### src/rtl/collision_crash_manager.sv
// Player crash / invulnerability / lives controller. It checks player-vs-AI
// bounding-box overlap once per frame and steps the crash state machine on each frame strobe.
module collision_crash_manager #(
  parameter int START_LIVES   = 3,
  parameter int CRASH_FRAMES  = 60,
  parameter int INVULN_FRAMES = 90
) (
  input  logic              clk,
  input  logic              resetN,
  input  logic              frame_start,
  input  logic [0:4][0:10]  player_state,
  input  logic [0:4][0:10]  ai_state,
  output logic              collision,
  output logic              crash_active,
  output logic              invulnerable,
  output logic [2:0]        lives,
  output logic              game_over
);

  if (START_LIVES < 1 || START_LIVES > 7) begin : g_bad_lives
    $error("START_LIVES must be in 1..7");
  end
  if (CRASH_FRAMES < 1 || CRASH_FRAMES > 255) begin : g_bad_crash
    $error("CRASH_FRAMES must be in 1..255");
  end
  if (INVULN_FRAMES < 1 || INVULN_FRAMES > 255) begin : g_bad_invuln
    $error("INVULN_FRAMES must be in 1..255");
  end

  localparam logic [2:0] LIVES_INIT = 3'(START_LIVES);
  localparam logic [7:0] CRASH_CNT  = 8'(CRASH_FRAMES);
  localparam logic [7:0] INVULN_CNT = 8'(INVULN_FRAMES);

  typedef enum logic [1:0] {DRIVE, CRASH, INVULN, GAME_OVER} state_t;

  state_t     state_q, state_d;
  logic [7:0] cnt_q, cnt_d;
  logic [2:0] lives_q, lives_d;
  logic       coll_q, coll_d;
  logic [1:0] axis_ov;
  logic       hit;
  logic       unused_player_img;

  assign unused_player_img = ^player_state[0];

  // Axis 0 = x (fields 1/3), axis 1 = y (fields 2/4). Sums are taken in 12 bits so they never wrap.
  for (genvar a = 0; a < 2; a++) begin : g_axis
    logic [11:0] p_lo, p_len, a_lo, a_len;
    assign p_lo  = {1'b0, player_state[1+a]};
    assign p_len = {1'b0, player_state[3+a]};
    assign a_lo  = {1'b0, ai_state[1+a]};
    assign a_len = {1'b0, ai_state[3+a]};
    assign axis_ov[a] = (p_len != 12'd0) && (a_len != 12'd0) &&
                        (p_lo < a_lo + a_len) && (a_lo < p_lo + p_len);
  end

  assign hit = (ai_state[0] != 11'd0) && (&axis_ov);

  always_comb begin
    state_d = state_q;
    cnt_d   = cnt_q;
    lives_d = lives_q;
    coll_d  = 1'b0;
    if (frame_start) begin
      unique case (state_q)
        DRIVE: begin
          if (hit) begin
            coll_d = 1'b1;
            if (lives_q > 3'd1) begin
              lives_d = lives_q - 3'd1;
              cnt_d   = CRASH_CNT;
              state_d = CRASH;
            end else begin
              lives_d = 3'd0;
              state_d = GAME_OVER;
            end
          end
        end
        CRASH: begin
          if (cnt_q == 8'd1) begin
            cnt_d   = INVULN_CNT;
            state_d = INVULN;
          end else begin
            cnt_d = cnt_q - 8'd1;
          end
        end
        INVULN: begin
          if (cnt_q == 8'd1) state_d = DRIVE;
          else               cnt_d = cnt_q - 8'd1;
        end
        default: ;
      endcase
    end
  end

  always_ff @(posedge clk or negedge resetN) begin
    if (!resetN) begin
      state_q <= DRIVE;
      cnt_q   <= 8'd0;
      lives_q <= LIVES_INIT;
      coll_q  <= 1'b0;
    end else begin
      state_q <= state_d;
      cnt_q   <= cnt_d;
      lives_q <= lives_d;
      coll_q  <= coll_d;
    end
  end

  assign collision    = coll_q;
  assign crash_active = (state_q == CRASH);
  assign invulnerable = (state_q == INVULN);
  assign game_over    = (state_q == GAME_OVER);
  assign lives        = lives_q;

endmodule

### config.mk
export PLATFORM = sky130hd
export DESIGN_NAME = collision_crash_manager
export DESIGN_NICKNAME = d
export VERILOG_FILES = /design/src/rtl/collision_crash_manager.sv
export SDC_FILE = /design/constraint.sdc
export NUM_CORES = 1
export LEC_CHECK = 0
export ABC_AREA = 1
export CAP_MARGIN = 20
export CORE_MARGIN = 3
export CORE_UTILIZATION = 49
export CTS_CLUSTER_SIZE = 25
export DETAILED_ROUTE_END_ITERATION = 8
export HOLD_SLACK_MARGIN = 0.12
export PLACE_DENSITY = 0.93
export SYNTH_ARGS = -nofsm -noshare
export SYNTH_HDL_FRONTEND = slang
export SYNTH_SLANG_ARGS = --single-unit
export TNS_END_PERCENT = 50
### constraint.sdc
create_clock -name clk -period 2.55 [get_ports clk]
set_clock_uncertainty 0.15 [all_clocks]
set_input_delay 0.3825 -clock clk [delete_from_list [all_inputs] [get_ports clk]]
set_output_delay 0.3825 -clock clk [all_outputs]
set_load 0.01 [all_outputs]
==> flow_summary.ini, run 1 <==
[clocking]
cts_buffers = 3
clock_sinks = 14
cts_hold_buf = 0
cts_buffer_depth = 2
htreeDepth = 1
cts_root_buffer = clkbuf_8

[outcome]
toolErrorMsg = [ERROR GRT-0232] Routing congestion too high. Check the congestion heatmap in the GUI.
status = did not finish
stop_stage = global routing

[synthesis]
yosysTopAreaCellShare_pct = 29.73
synthArstFlopShare_pct = 100.0
ys_top_cells_by_area = ha_1, nand2_1, dfrtp_1
synth-seq-area-share_pct = 9.111
synth_flop_cell = dfrtp_1
synth_seq_cells = 14
yosysTopAreaCell = ha_1
syn-cell-area_sq_mm = 0.003872
synthDistinctLibCells = 30
synth-edff-count = 0
syn_avg_cell_area_sq_um = 6.519
netlist_instances = 594
ys_warn_count = 0
synth_fp_nets = 803

[timing]
worst-ep-kind = register input
worstEndpointGrtRepair = lives[0]$_DFFE_PN1P_/D

[placed_design]
io_buffers = 108
post_dp_cell_area_sq_mm = 0.005954
dp_cells = 909
dp_hpwl_microns = 11540
gp_congestion = 0.9361

[floorplanning]
die_w_microns = 94.90
die_h_microns = 94.90
rows = 31
io_pins = 120
start_util_pct = 52.00

[global_routing]
globalRouteTotalUtil_pct = 65.80
grt_max_degree = 15
grt_overflow = 2
==> metal layers <==
layer / GRT usage [%] / GRT overflow
met2: 83.32 / 0
met4: 65.75 / 2
met5: 30.95 / 0
met3: 56.97 / 0
met1: 59.61 / 0
==> through the flow <==
step | worst slack (ns) | util [%] | setup TNS (ns)
3_3_place_gp | -1.041 | 79.96 | -14.27
3_5_place_dp | -1.283 | 79.96 | -17.39
2_1_floorplan | -0.3428 | - | -4.281
4_1_cts | -0.5656 | 85.89 | -7.477
==> kinds of logic after synthesis <==
logic type               after synthesis  synth area share (%)
AND/OR/NAND/NOR                      284                 30.05
adder cells (fa/ha/maj)               96                 31.79
AO/OA/AOI/OAI                         90                 12.89
buffers and inverters                 69                 6.882
XOR/XNOR                              41                 9.273
flip-flops                            14                 9.112
==> cells in the mapped netlist, types with 4 or more instances <==
cell / count
a211oi_1: 4
a21oi_1: 53
a31oi_1: 5
dfrtp_1: 12
fa_1: 4
ha_1: 92
inv_1: 68
nand2_1: 156
nand3_1: 32
nand4_1: 8
nor2_1: 75
nor3_1: 4
o211ai_1: 4
o21ai_0: 18
xnor2_1: 18
xor2_1: 23
==> what timing repair did <==
action,CTS
pin swaps,66
setup endpoints to repair,14
hold endpoints to repair,0
resized for setup,130
gates cloned,0
buffers inserted,9
==> run 2: changes to the inputs <==
--- a/config.mk
+++ b/config.mk
@@ -8,11 +8,9 @@
 export ABC_AREA = 1
 export CAP_MARGIN = 20
 export CORE_MARGIN = 3
-export CORE_UTILIZATION = 49
-export CTS_CLUSTER_SIZE = 25
+export CORE_UTILIZATION = 40
 export DETAILED_ROUTE_END_ITERATION = 8
-export HOLD_SLACK_MARGIN = 0.12
-export PLACE_DENSITY = 0.93
+export PLACE_DENSITY_LB_ADDON = 0.15
 export SYNTH_ARGS = -nofsm -noshare
 export SYNTH_HDL_FRONTEND = slang
 export SYNTH_SLANG_ARGS = --single-unit
==> run 2 against run 1 <==
Compared with the run above: the flow now finishes, with violations (setup timing); area after synthesis is the same; synthesized cell count is the same.
==> flow_summary.ini, run 2 <==
[outcome]
status = finished, violations left
violations = setup timing

[route]
antenna_left = 0
dr.pass1.iters = 4
drt_iter0_markers = 201
vias = 4863
routedWlPerCell_microns = 13.34
wl_microns = 13020
vias_per_cell = 4.983
drc = 0

[timing]
period_share_pct = 121.1
setup_slack_ns = -0.5389
fmax_mhz = 323.7
setup_viol = 14
finalSetupTns_ns = -7.049
holdWs_ns = 0.3375
fin_crit_ns = 3.089
relSlewSlack_pct = 57.13
rsz0062_at_grt = true
max_slew.worst_pin.slew_ns = 0.6410
finalHoldViolations = 0
drv_slew = 0

[synthesis]
synth-edff-count = 0
yosysTopAreaCell = ha_1
synthDistinctLibCells = 30
synth-seq-area-share_pct = 9.111
synth_fp_nets = 803
synthArstFlopShare_pct = 100.0
ys_warn_count = 0
syn_avg_cell_area_sq_um = 6.519
synth_flop_cell = dfrtp_1
yosysTopAreaCellShare_pct = 29.73
synth_most_common_cell = nand2_1
synth_seq_cells = 14
synthTopCellsByCount = nand2_1, ha_1, nor2_1
syn-cell-area_sq_mm = 0.003872
netlist_instances = 594
ys_top_cells_by_area = ha_1, nand2_1, dfrtp_1

[setup_path]
cp-start-kind = input port
cp.arrival_ns = 3.13
reg2reg_to = state_q[1]
crit_path_end = cnt_q[2]
ff2ff_setup_slack_ns = 0.47
regToRegStartpoint = state_q[0]
cpPeakStageDelay_ns = 0.28
crit_top_cell = nand2_1
required_ns = 2.59
reg2regPathDepth = 8
crit_start = ai_state[25]
path_cells = dlygate4sd2_1, ha_4, a21oi_2, nand2_2, nand2_1, a21oi_2, nor2_1, xor2_1, ha_1, nand2_1, nor2_1, a211oi_2, nand2_1, nand2_1, nor2_1, nor2_2, nand3_4, nand2_8, buf_6, nand3_1, nand2_1
critPathSlowestCell = dlygate4sd2_1
critPathMaxFanout = 6
criticalPathCategory = in -> reg
end_kind = flip-flop

[layout]
largest_reg_flops = 8
syn2layout_area_growth_pct = 74.25
top_register = cnt_q
drive_gt1_share_pct = 30.22
final_cell_mix = nand2_1, buf_4, nor2_1, inv_1, ha_1
n_antenna_cell = 0
layout.nets = 1057
fin_area_sq_mm = 0.006748
layout_commonest_cell = nand2_1

[placed_design]
io_buffers = 108
post_dp_cell_area_sq_mm = 0.006082
gp_congestion = 0.8823
dp_hpwl_microns = 10190

[global_routing]
grt_overflow = 0
grt_pass1_wl_microns = 21810
antenna_found_initial = 0
grt_pass1_vias = 5017
grt_max_degree = 15
globalRouteTotalUtil_pct = 23.66

[clocking]
htreeDepth = 1
cts_hold_buf = 0
cts_tree = built
clk_pin_slew_ns = 0.06
cts_buffers = 3
cts_buffer_depth = 2
clock_sinks = 14
insertion_delay_ns = 0.25
cts_root_buffer = clkbuf_8

[power]
cellLeakagePower_nw = 3.364
vdd_drop_max_v = 0.0003422
p_per_area_mw_per_mm2 = 464.8
fin_total_pwr_w = 0.003136

[floorplanning]
start_util_pct = 41.52
core_sq_mm = 0.009328
die_h_microns = 104.4
die_w_microns = 104.4
rows = 35
dieArea_sq_mm = 0.01090
io_pins = 120

[flow_run]
max_cap_violations = 0

[min_path]
hold_path.class = reg -> reg
-- run 2: layout make-up --
cell class | instances | area (sq um)
inverters | 68 | 255.2
flip-flops and latches | 14 | 352.8
repair buffers | 250 | 2091
fillers | 784 | 2580
multi-input cells | 511 | 3832
clock buffers | 4 | 55.05
well taps | 129 | 161.4
-- run 2: cells by family after synthesis --
logic type      after synthesis  share of synthesized area (%)
simple gates                284                          30.05
fa+ha+maj                    96                          31.79
compound gates               90                          12.89
buf+inv                      69                          6.882
xor+xnor                     41                          9.273
flops                        14                          9.112
-- run 2: stage by stage --
stage,util [%],worst slack [ns],std cells
after detailed placement,65.20,-1.161,951
after global placement,65.20,-1.102,951
final,72.34,-0.5389,976
after global routing,72.34,-0.7243,976
after floorplan,-,-0.3428,594
after CTS,71.37,-0.4825,972
-- run 2: critical path, delay by kind of cell --
kind                     cells  cell delay (ns)
adder cells (fa/ha/maj)      2             0.50
AO/OA/AOI/OAI                3             0.40
buffers and inverters        2             0.41
XOR/XNOR                     1             0.19
AND/OR/NAND/NOR             13             1.24
-- run 2: how the worst min path moves through the flow --
stage / startpoint / endpoint / slack (ns) / depth (start not counted)
after global routing: cnt_q[5] / cnt_q[5] / 0.39 / 2
after CTS: cnt_q[5] / cnt_q[5] / 0.35 / 2
after floorplan: resetN / cnt_q[0] / -0.06 / 0
after detailed placement: cnt_q[5] / cnt_q[5] / 0.33 / 2
after global placement: cnt_q[5] / cnt_q[5] / 0.32 / 2
final: cnt_q[5] / cnt_q[5] / 0.34 / 2
-- run 2: repair_timing --
action | CTS | global route
resized for setup | 177 | 19
pin swaps | 86 | 31
gates cloned | 0 | 0
buffers inserted | 17 | 4
endpoints found under the setup margin | 14 | 14
-- run 2: per-layer routing --
layer / global-route usage [%] / routed length (microns) / vias up
li1: - / - / 2491
met1: 28.02 / 5535 / 2209
met2: 44.28 / 6579 / 138
met3: 3.166 / 604 / 25
met4: 6.268 / 297 / 0
met5: 0 / 0 / -
-- run 2: report_power, final --
group	internal (W)	switching [W]
Clock	0.000137	0.0000819
Combinational	0.00119	0.00129
Sequential	0.000328	0.000105
Total	0.00166	0.00148
(Power assumes the default switching activity.)
